**src/rtl/ps2_key_decoder_if.sv**
```systemverilog
// +----------------------------------------------------------------------------+
// | Module      : ps2_key_decoder_if                                           |
// | Description : Raw PS/2 wires in, decoded key event and error pulse out.    |
// | Revision    : 1.0                                                          |
// +----------------------------------------------------------------------------+
`default_nettype none

interface ps2_key_decoder_if;
  logic        ps2_clk;
  logic        ps2_dat;
  logic [10:0] ps2_key;
  logic        err;

  // Keyboard/stimulus side drives the wire pair and observes the decoded result.
  modport master (
    output ps2_clk,
    output ps2_dat,
    input  ps2_key,
    input  err
  );

  modport slave (
    input  ps2_clk,
    input  ps2_dat,
    output ps2_key,
    output err
  );
endinterface

`default_nettype wire

```
**src/rtl/ps2_key_decoder.sv**
```systemverilog
// +----------------------------------------------------------------------------+
// | Module      : ps2_key_decoder                                              |
// | Description : PS/2 keyboard frame receiver and scan-code set 2 decoder.    |
// | Revision    : 1.0                                                          |
// +----------------------------------------------------------------------------+
`default_nettype none

module ps2_key_decoder #(
  parameter int FILTER_LEN = 8,
  parameter int TIMEOUT    = 24000
) (
  input  wire logic          clk_sys,
  input  wire logic          reset,
  ps2_key_decoder_if.slave   bus
);

  localparam int c_filt_w = $clog2(FILTER_LEN + 1);
  localparam int c_to_w   = $clog2(TIMEOUT + 1);
  localparam logic [c_filt_w-1:0] c_filt_last = c_filt_w'(FILTER_LEN - 1);
  localparam logic [c_filt_w-1:0] c_filt_one  = c_filt_w'(1);
  localparam logic [c_to_w-1:0]   c_to_last   = c_to_w'(TIMEOUT - 1);
  localparam logic [c_to_w-1:0]   c_to_one    = c_to_w'(1);

  typedef enum logic [1:0] {
    IDLE   = 2'd0,
    DATA   = 2'd1,
    PARITY = 2'd2,
    STOP   = 2'd3
  } state_t;

  state_t              r_state;
  state_t              w_state_nxt;

  logic                r_clk_s1, r_clk_s2, r_dat_s1, r_dat_s2;
  logic                r_filt, r_filt_d;
  logic [c_filt_w-1:0] r_filt_cnt;
  logic [c_to_w-1:0]   r_to_cnt;
  logic [2:0]          r_bit_cnt;
  logic [7:0]          r_shift;
  logic                r_par_ok;
  logic                r_ext, r_brk;
  logic [2:0]          r_skip;
  logic [10:0]         r_key;
  logic                r_err;

  logic                w_fall;
  logic                w_timeout;
  logic                w_frame_end;
  logic                w_frame_ok;
  logic                w_ext_nxt, w_brk_nxt, w_err_nxt;
  logic [2:0]          w_skip_nxt;
  logic [10:0]         w_key_nxt;

  always_ff @(posedge clk_sys or posedge reset) begin
    if (reset) begin
      r_clk_s1 <= 1'b1;
      r_clk_s2 <= 1'b1;
      r_dat_s1 <= 1'b1;
      r_dat_s2 <= 1'b1;
    end else begin
      r_clk_s1 <= bus.ps2_clk;
      r_clk_s2 <= r_clk_s1;
      r_dat_s1 <= bus.ps2_dat;
      r_dat_s2 <= r_dat_s1;
    end
  end

  // Filtered clock follows only after FILTER_LEN consecutive disagreeing samples.
  always_ff @(posedge clk_sys or posedge reset) begin
    if (reset) begin
      r_filt     <= 1'b1;
      r_filt_d   <= 1'b1;
      r_filt_cnt <= '0;
    end else begin
      r_filt_d <= r_filt;
      if (r_clk_s2 != r_filt) begin
        if (r_filt_cnt == c_filt_last) begin
          r_filt     <= r_clk_s2;
          r_filt_cnt <= '0;
        end else begin
          r_filt_cnt <= r_filt_cnt + c_filt_one;
        end
      end else begin
        r_filt_cnt <= '0;
      end
    end
  end

  assign w_fall    = r_filt_d & ~r_filt;
  assign w_timeout = (r_state != IDLE) && !w_fall && (r_to_cnt == c_to_last);

  always_ff @(posedge clk_sys or posedge reset) begin
    if (reset) begin
      r_to_cnt <= '0;
    end else if (r_state == IDLE || w_fall) begin
      r_to_cnt <= '0;
    end else begin
      r_to_cnt <= r_to_cnt + c_to_one;
    end
  end

  always_ff @(posedge clk_sys or posedge reset) begin
    if (reset) begin
      r_state <= IDLE;
    end else begin
      r_state <= w_state_nxt;
    end
  end

  always_comb begin
    w_state_nxt = r_state;
    w_frame_end = 1'b0;
    if (w_timeout) begin
      w_state_nxt = IDLE;
    end else if (w_fall) begin
      case (r_state)
        IDLE:    if (!r_dat_s2) w_state_nxt = DATA;
        DATA:    if (r_bit_cnt == 3'd7) w_state_nxt = PARITY;
        PARITY:  w_state_nxt = STOP;
        STOP: begin
          w_state_nxt = IDLE;
          w_frame_end = 1'b1;
        end
        default: w_state_nxt = IDLE;
      endcase
    end
  end

  assign w_frame_ok = w_frame_end & r_par_ok & r_dat_s2;

  always_ff @(posedge clk_sys or posedge reset) begin
    if (reset) begin
      r_bit_cnt <= 3'd0;
      r_shift   <= 8'h00;
      r_par_ok  <= 1'b0;
    end else if (w_fall) begin
      case (r_state)
        IDLE:   r_bit_cnt <= 3'd0;
        DATA: begin
          r_shift   <= {r_dat_s2, r_shift[7:1]};
          r_bit_cnt <= r_bit_cnt + 3'd1;
        end
        PARITY: r_par_ok <= ^{r_dat_s2, r_shift};
        default: ;
      endcase
    end
  end

  // Byte interpretation happens on the stop-bit cycle so the key lands one cycle later.
  always_comb begin
    w_key_nxt  = r_key;
    w_ext_nxt  = r_ext;
    w_brk_nxt  = r_brk;
    w_skip_nxt = r_skip;
    w_err_nxt  = 1'b0;
    if (w_timeout || (w_frame_end && !w_frame_ok)) begin
      w_err_nxt  = 1'b1;
      w_ext_nxt  = 1'b0;
      w_brk_nxt  = 1'b0;
      w_skip_nxt = 3'd0;
    end else if (w_frame_ok) begin
      if (r_skip != 3'd0) begin
        w_skip_nxt = r_skip - 3'd1;
      end else begin
        case (r_shift)
          8'hE0: w_ext_nxt = 1'b1;
          8'hF0: w_brk_nxt = 1'b1;
          8'hE1: begin
            w_skip_nxt = 3'd7;
            w_ext_nxt  = 1'b0;
            w_brk_nxt  = 1'b0;
          end
          8'hFA, 8'hAA, 8'hEE, 8'hFE: begin
            w_ext_nxt = 1'b0;
            w_brk_nxt = 1'b0;
          end
          default: begin
            w_key_nxt = {~r_key[10], ~r_brk, r_ext, r_shift};
            w_ext_nxt = 1'b0;
            w_brk_nxt = 1'b0;
          end
        endcase
      end
    end
  end

  always_ff @(posedge clk_sys or posedge reset) begin
    if (reset) begin
      r_key  <= 11'h000;
      r_ext  <= 1'b0;
      r_brk  <= 1'b0;
      r_skip <= 3'd0;
      r_err  <= 1'b0;
    end else begin
      r_key  <= w_key_nxt;
      r_ext  <= w_ext_nxt;
      r_brk  <= w_brk_nxt;
      r_skip <= w_skip_nxt;
      r_err  <= w_err_nxt;
    end
  end

  assign bus.ps2_key = r_key;
  assign bus.err     = r_err;

endmodule

`default_nettype wire
```
**src/flat_wrapper.sv**
```systemverilog
// flat-port wrapper written by rule: the top's interface ports become plain ports
module ps2_key_decoder_flat 
#(
  parameter int FILTER_LEN = 8,
  parameter int TIMEOUT    = 24000
)
  (clk_sys, reset, bus_ps2_clk, bus_ps2_dat, bus_ps2_key, bus_err);
  ps2_key_decoder_if bus_i ();
  input  wire logic clk_sys;
  input  wire logic reset;
  input wire logic [$bits(bus_i.ps2_clk)-1:0] bus_ps2_clk;
  input wire logic [$bits(bus_i.ps2_dat)-1:0] bus_ps2_dat;
  output wire logic [$bits(bus_i.ps2_key)-1:0] bus_ps2_key;
  output wire logic [$bits(bus_i.err)-1:0] bus_err;
  assign bus_i.ps2_clk = bus_ps2_clk;
  assign bus_i.ps2_dat = bus_ps2_dat;
  assign bus_ps2_key = bus_i.ps2_key;
  assign bus_err = bus_i.err;
  ps2_key_decoder #(.FILTER_LEN(FILTER_LEN), .TIMEOUT(TIMEOUT)) u_core (.clk_sys(clk_sys), .reset(reset), .bus(bus_i));
endmodule
```
**config.mk**
```make
export PLATFORM = sky130hd
export DESIGN_NAME = ps2_key_decoder_flat
export DESIGN_NICKNAME = d
export VERILOG_FILES = /design/src/rtl/ps2_key_decoder_if.sv /design/src/rtl/ps2_key_decoder.sv /design/src/flat_wrapper.sv
export SDC_FILE = /design/constraint.sdc
export NUM_CORES = 1
export LEC_CHECK = 0
export CAP_MARGIN = 20
export CORE_AREA = 2 2 92 59
export CTS_BUF_LIST = sky130_fd_sc_hd__clkbuf_4 sky130_fd_sc_hd__clkbuf_8
export DETAILED_ROUTE_END_ITERATION = 16
export DIE_AREA = 0 0 94 61
export PLACE_DENSITY_LB_ADDON = 0.08
export SLEW_MARGIN = 20
export SYNTH_ARGS = -nofsm -noshare
export SYNTH_HDL_FRONTEND = slang
export SYNTH_SLANG_ARGS = --single-unit
```
**constraint.sdc**
```tcl
create_clock -name clk_sys -period 2.6 [get_ports clk_sys]
set_clock_uncertainty 0.1 [all_clocks]
set_input_delay 0.26 -clock clk_sys [delete_from_list [all_inputs] [get_ports clk_sys]]
set_output_delay 0.26 -clock clk_sys [all_outputs]
set_load 0.05 [all_outputs]
```
==> parameters.txt, run 1 <==
Parameter                              Value

Synth
  Share of async-settable or async-resettable flops after synthesis    100%
  Number of enable flip-flop cells after synthesis    0
  Post-synthesis sequential area ratio    49.8%
  Netlist area before placement    around 2800 um2
  Count of different cell masters after synthesis    45
  Synthesized netlist cell count    roughly 250
  Number of nets produced by synthesis    276
  Cell with the most instances after synthesis    sky130_fd_sc_hd__dfrtp_1
  Mean instance size in the synthesized netlist    about 11 um2
  Primary flip-flop cell chosen by synthesis mapping    sky130_fd_sc_hd__dfrtp_1
  Top post-synthesis cells by area    sky130_fd_sc_hd__dfrtp_1 (44%), sky130_fd_sc_hd__ha_1 (9.3%), sky130_fd_sc_hd__dfstp_2 (5.6%), sky130_fd_sc_hd__mux2_4 (4.2%), sky130_fd_sc_hd__nand2_1 (2.9%)
  Proportion of netlist area held by the largest area contributor    between 40 and 50%
  Largest area contributor in the netlist    sky130_fd_sc_hd__dfrtp_1
  List of most frequent post-synthesis cells    sky130_fd_sc_hd__dfrtp_1 (50), sky130_fd_sc_hd__nand2_1 (22), sky130_fd_sc_hd__ha_1 (21), sky130_fd_sc_hd__nor2_1 (17), sky130_fd_sc_hd__inv_1 (14)
  Flop and latch count out of synthesis    56
  Synth Warn #    0

STA
  Worst slack on hold paths    roughly 190 ps
  Max-slew violation count    0
  Max frequency    about 450 MHz
  Worst-margin pin slew    between 600 and 700 ps
  Relative max-transition margin    approximately three fifths
  Hold Violations, Final    0
  Period utilisation layout    85.0%
  Aggregate negative setup slack    0 ps
  Shortest period the worst path allows    2210 ps
  RSZ-0062 raised after global routing    no
  Count of final setup violators    0

Detailed routing
  Sum of met3 wire segment lengths after detailed routing    between 100 and 150 um
  Vias per inst    ~5.4
  Routed Wire Length    4.87 mm
  Via count of the routed design    approximately 1800
  First-pass detailed-route iteration total    4
  Post-Route M1 WL    around 2.8 mm
  Final antenna-violating net count    0
  Highest signal layer in the routed design    met4
  Routed wire length per instance    around 14 um
  Post-detailed-route DRC marker count    0
  Met2 wire length    approximately 1.9 mm
  Initial drt markers    around 100

Clock tree
  Clock slew seen by the registers of the worst setup and hold paths    90 ps
  Clock insertion delay at the later pin of the skew report    310 ps
  Post_cts resized    0
  Number of buffers on the longest clock path    2
  Number of buffers inserted for hold repair after clock tree synthesis    0
  Clock Sink Count    56
  Setup bufs post-CTS    0
  CTS Buf Count    5
  Clock tree from TritonCTS    built
  Clock tree root driver cell    sky130_fd_sc_hd__clkbuf_8
  H-tree depth reported by CTS    2

Die
  Core Region    4880 um2
  Die area    5730 um2
  Die extent in x    94 um
  Initial core utilization    between 50% and 60%
  Chip Height    between 60 and 70 um
  Boundary pin count    16
  Std-Cell Rows    20

Critical path
  Worst Path Max Fanout    11
  CP Data Arrival Time    ~2300 ps
  Cells along the critical path    inv_1, ha_1, nand4_1, o211ai_2, a2111oi_4, buf_4, mux2_2
  Critical path endpoint    u_core.bus.ps2_key[6]$_DFFE_PP0P_
  Capturing element type of the critical path    flip-flop
  Critical register-to-register path startpoint    u_core.r_shift[4]$_DFFE_PP0P_
  Data required time of the critical path    between 2000 and 3000 ps
  Worst Setup Start Kind    flip-flop
  Register-to-register setup slack    slightly below 400 ps
  Worst-path cell with the longest stage delay    sky130_fd_sc_hd__dfrtp_1
  Delay of the slowest cell on the worst path    between 400 and 500 ps
  Path type of the worst setup path    reg2reg
  Reg2reg end    u_core.bus.ps2_key[6]$_DFFE_PP0P_
  Start point of the critical path    u_core.r_shift[4]$_DFFE_PP0P_
  Cell count of the worst reg-to-reg path    7

Outcome
  Outcome    finished, final reports clean

GRT
  Vias in the first global route    approximately 1700
  Maximum number of pins on one net before global-route repair    26
  Leftover overflow at the end of global routing    0
  GR Util All Layers    19.3%
  Wire length of the first global-routing pass    roughly 8.3 mm
  Number of antenna violations at the first check in global routing    0

Finish
  Final net count    298
  Fraction of final layout cells with drive strength greater than 1    between 15 and 20%
  Area grow syn2layout    11.8%
  Diodes inserted    0
  Non-Filler Instances    340
  Fill cells    approximately 400
  Final std cell area, no fill    3170 um2

Placement
  Placed cell count    roughly 330
  Weighted congestion at the end of routability-driven global placement    about 0.85
  Port-buffer cells    15
  DP HPWL    approximately 3.6 mm
  Placement Cell Area    3070 um2

Hold path
  Path type of the worst min-delay path    in2async

Power and ir drop
  Cell leakage power    ~1.5 nW
  Worst voltage drop across the vdd grid    between 0.4 and 0.5 mV
  Power density of the placed cells    between 700 and 800 nW/um2

Run
  Max Cap Violations    0
## power by group
group          switching (mW)  leakage (nW)  total (mW)  internal (mW)
logic                   0.441         0.666       0.768          0.327
registers               0.132         0.741        1.16           1.03
clock network           0.272        0.0523       0.511          0.239
## sequential cells by signal, summed over array words and instances (netlist names), 2 cells and up
| name | count |
|---|---|
| u_core.r_bit_cnt | 3 |
| u_core.r_to_cnt | 15 |
| u_core.r_filt_cnt | 4 |
| u_core.bus.ps2_key | 11 |
| u_core.r_state | 2 |
| u_core.r_shift | 8 |
| u_core.r_skip | 3 |
## critical path: cells and delay by family (launching register included)
family	cells	cell delay, ps
compound gates	2	430
fa+ha+maj	1	280
buf+inv	2	360
flops	1	410
mux	1	360
simple gates	1	160
## area by class of cell
class | count | area (um2) | share of cell area, %
timing repair buffer | 19 | 180 | 5.69
inverter | 14 | 52.6 | 1.66
tap | 66 | 82.6 | 2.61
multi-input combinational | 177 | 1340 | 42.5
clock buffer | 8 | 97.6 | 3.08
sequential | 56 | 1410 | 44.5
## metal layers
| metal | track usage (%) | vias up |
|---|---|---|
| met4 | 6.21 | 0 |
| met1 | 30.5 | 868 |
| met5 | 0 | - |
| li1 | - | 924 |
| met2 | 25.8 | 23 |
| met3 | 4.47 | 5 |
## cell families (layout without fill, tap and decap cells)
family	count (synthesis)	in the layout	share of synthesized area (%)
muxes	15	15	6.94
AOI/OAI and AO/OA	41	41	10.3
xor gates and xnor gates	15	15	4.64
buffers and inverters	18	41	2.78
and+or+nand+nor	85	85	16.3
DFF	56	56	49.8
adders and majority gates	21	21	9.28
## cell usage in the layout (no fill, tap or decap), types with 8 or more instances in the layout
cell type and n:
sky130_fd_sc_hd__dfrtp_1 50, sky130_fd_sc_hd__nand2_1 22, sky130_fd_sc_hd__ha_1 21, sky130_fd_sc_hd__nor2_1 17, sky130_fd_sc_hd__clkdlybuf4s50_1 15, sky130_fd_sc_hd__o21ai_0 13, sky130_fd_sc_hd__inv_1 13, sky130_fd_sc_hd__nand3_1 11
sky130_fd_sc_hd__a21oi_1 9, sky130_fd_sc_hd__xnor2_1 9, sky130_fd_sc_hd__mux2_4 8
## how the worst min path moves through the flow
| stage | start | endpoint | slack (ps) | cells past startpoint |
|---|---|---|---|---|
| 6_report | reset | u_core.r_state[1]$_DFFE_PP0P_ | 190 | 2 |
| 4_1_cts | reset | u_core.r_state[1]$_DFFE_PP0P_ | 210 | 2 |
| 2_1_floorplan | bus_ps2_clk | u_core.r_clk_s1$_DFF_PP1_ | 160 | 0 |
| 3_5_place_dp | u_core.r_dat_s1$_DFF_PP1_ | u_core.r_dat_s2$_DFF_PP1_ | 250 | 0 |
| 3_3_place_gp | u_core.r_clk_s1$_DFF_PP1_ | u_core.r_clk_s2$_DFF_PP1_ | 250 | 0 |
| 5_1_grt | bus_ps2_clk | u_core.r_clk_s1$_DFF_PP1_ | 240 | 1 |
## stage by stage
step	setup slack (ps)	util (%)	total power, mW
CTS	397	64.9	2.45
detailed placement	411	62.9	1.94
global route	276	64.9	2.61
finish	390	64.9	2.44
floorplan	574	-	1.76
global placement	472	62.9	1.92
Note: power is estimated with default switching activity, not from simulation.
==> run 2: changes to the inputs <==
- CTS_CLUSTER_DIAMETER: not set -> 100
==> results of run 2 <==
No change in the layout: final DEF, timing and power equal those of run 1.
==> run 3: changes to the inputs <==
- CORE_AREA: 2 2 92 59 -> 2 2 93 59
- CTS_BUF_LIST: sky130_fd_sc_hd__clkbuf_4 sky130_fd_sc_hd__clkbuf_8 -> not set
- DIE_AREA: 0 0 94 61 -> 0 0 95 61
- TNS_END_PERCENT: not set -> 10
==> run 3 against run 2 <==
  * First-iteration DRC count fell by 6.7%
  * Hold slack improved by 35 ps
  * Worst setup slack got worse by 17 ps
  * Clock power rose by 8.6%
  * Via count rose by 1.3%
  * Sequential cell count did not move
  * Sequential share of layout area fell by 0.21 points
  * Register-to-register slack got worse by 20 ps
  * Combinational power fell by 1%
  * Largest power group unchanged
==> parameters.txt, run 3 (synthesis gave the netlist of run 1 again) <==
Parameter                              Value

Power and ir drop
  Worst voltage drop across the vdd grid    0.415 mV (-4.4%)
  Power density of the placed cells    779 nW/um2 (+1.1%)
  Cell leakage power    1.46 nW (+0.18%)

Finish
  Fraction of final layout cells with drive strength greater than 1    15.0% (-0.68 points)
  Max FFs per register    15 (unchanged)
  Final design utilization    64.5% (-0.35 points)
  Final std cell area, no fill    3180 um2 (+0.47%)
  Diodes inserted    0 (unchanged)
  Area of all sequential standard cells    1410 um2 (unchanged)
  Fill cells    387 (-1.8%)
  Largest reg by FF count    u_core.r_to_cnt
  Area grow syn2layout    12.3%
  Leading cell type in the layout, fill and taps excluded    sky130_fd_sc_hd__dfrtp_1
  Multi-input gate area in the final layout    1340 um2 (unchanged)
  Final net count    297 (-0.34%)
  Leading cell types in the layout, fill and taps excluded    sky130_fd_sc_hd__dfrtp_1 (50), sky130_fd_sc_hd__nand2_1 (22), sky130_fd_sc_hd__ha_1 (21)

Critical path
  Capturing element type of the critical path    flip-flop
  Path type of the worst setup path    reg2reg
  Worst Setup Start Kind    flip-flop
  Worst Path Max Fanout    11 (unchanged)
  Critical register-to-register path startpoint    u_core.r_shift[4]$_DFFE_PP0P_
  Cell count of the worst reg-to-reg path    7 (unchanged)
  Data required time of the critical path    2690 ps (about the same)
  CP Data Arrival Time    2320 ps (about the same)
  Register-to-register setup slack    370 ps (-20 ps)
  Reg2reg end    u_core.bus.ps2_key[6]$_DFFE_PP0P_

STA
  Aggregate negative setup slack    0 ps (unchanged)
  Worst slack on hold paths    228 ps (+34.6 ps)
  Shortest period the worst path allows    2230 ps (+17.0 ps)
  Hold Violations, Final    0 (unchanged)
  Max-slew violation count    0 (unchanged)
  Max frequency    449 MHz (-0.76%)
  Relative max-transition margin    53.2% (-5.2 points)
  RSZ-0062 raised after global routing    no
  Period utilisation layout    85.7% (+0.65 points)
  Count of final setup violators    0 (unchanged)
  Worst-margin pin slew    697 ps (+77.0 ps)

Clock tree
  Number of buffers inserted for hold repair after clock tree synthesis    0 (unchanged)
  Post_cts resized    0 (unchanged)
  Clock tree root driver cell    sky130_fd_sc_hd__clkbuf_8
  CTS Buf Count    5 (unchanged)
  H-tree depth reported by CTS    2 (unchanged)
  Clock tree from TritonCTS    built
  Setup bufs post-CTS    0 (unchanged)
  Clock slew seen by the registers of the worst setup and hold paths    90 ps (about the same)
  Number of buffers on the longest clock path    2 (unchanged)
  Clock insertion delay at the later pin of the skew report    310 ps (about the same)
  Clock Sink Count    56 (unchanged)

Placement
  Weighted congestion at the end of routability-driven global placement    0.800 (-6.3%)
  DP HPWL    3.65 mm (+0.54%)
  Port-buffer cells    15 (unchanged)
  Placement Cell Area    3070 um2 (+0.16%)

Detailed routing
  Via count of the routed design    1844 (+1.3%)
  Post-detailed-route DRC marker count    0 (unchanged)
  Final antenna-violating net count    0 (unchanged)
  First-pass detailed-route iteration total    4 (unchanged)
  Routed wire length per instance    14.7 um (+2.4%)
  Initial drt markers    97 (-6.7%)
  Routed Wire Length    4.97 mm (+2.1%)
  Vias per inst    5.44 (+1.6%)

GRT
  Maximum number of pins on one net before global-route repair    32 (+23%)
  Wire length of the first global-routing pass    8.21 mm (-0.83%)
  Leftover overflow at the end of global routing    0 (unchanged)
  Vias in the first global route    1648 (-2.5%)
  Number of antenna violations at the first check in global routing    0 (unchanged)
  GR Util All Layers    18.8% (-0.43 points)

Die
  Core Region    4930 um2 (+1.0%)
  Initial core utilization    57.4% (-0.59 points)
  Die area    5800 um2 (+1.1%)
  Std-Cell Rows    20 (unchanged)
  Die extent in x    95 um (+1.1%)
  Boundary pin count    16 (unchanged)
  Chip Height    61 um (unchanged)

Hold path
  Path type of the worst min-delay path    in2async

Run
  Max Cap Violations    0 (unchanged)

Outcome
  Outcome    finished, final reports clean
run 3: critical path, cell delays in order (launching register included):
cell	delay, ps
sky130_fd_sc_hd__dfrtp_1	410
sky130_fd_sc_hd__inv_1	70
sky130_fd_sc_hd__ha_1	290
sky130_fd_sc_hd__nand4_1	180
sky130_fd_sc_hd__o211ai_2	120
sky130_fd_sc_hd__a2111oi_4	310
sky130_fd_sc_hd__buf_4	290
sky130_fd_sc_hd__mux2_2	350
run 3: metal layers:
layer / vias up / routed length, um / global-route usage (%)
met1: 886 / 2720 / 29.4
met5: - / 0 / 0
li1: 920 / - / -
met2: 34 / 2020 / 26.5
met4: 0 / 31 / 4.35
met3: 4 / 201 / 4.47
run 3: worst max-delay path by stage:
stage	startpoint	to	slack, ps
after floorplan	u_core.r_shift[2]$_DFFE_PP0P_	u_core.bus.ps2_key[0]$_DFFE_PP0P_	570
after global placement	u_core.r_shift[4]$_DFFE_PP0P_	u_core.bus.ps2_key[6]$_DFFE_PP0P_	480
after detailed placement	u_core.r_shift[4]$_DFFE_PP0P_	u_core.bus.ps2_key[6]$_DFFE_PP0P_	390
after CTS	u_core.r_shift[4]$_DFFE_PP0P_	u_core.bus.ps2_key[6]$_DFFE_PP0P_	380
after global routing	u_core.r_shift[4]$_DFFE_PP0P_	u_core.bus.ps2_key[6]$_DFFE_PP0P_	270
final	u_core.r_shift[4]$_DFFE_PP0P_	u_core.bus.ps2_key[6]$_DFFE_PP0P_	370
run 3: layout make-up:
type / instances / area share [%]
Multi-Input combinational cell: 177 / 42.3
Sequential cell: 56 / 44.3
Tap cell: 66 / 2.60
Inverter: 14 / 1.65
Clock buffer: 6 / 2.28
Timing Repair Buffer: 18 / 5.82
Clock inverter: 2 / 1.10
run 3: through the flow:
| step | power, mW | std cells | setup WS, ps |
|---|---|---|---|
| after floorplan | 1.76 | 251 | 574 |
| after global placement | 1.92 | 331 | 482 |
| after detailed placement | 1.94 | 331 | 395 |
| after CTS | 2.50 | 339 | 377 |
| after global routing | 2.65 | 339 | 268 |
| final | 2.48 | 339 | 373 |
run 3: where the power goes:
part           switching [mW]  internal (mW)  leakage (nW)
Sequential              0.135           1.03         0.741
Combinational           0.432          0.326         0.666
Clock                   0.269          0.286        0.0552
Total                   0.837           1.64          1.46
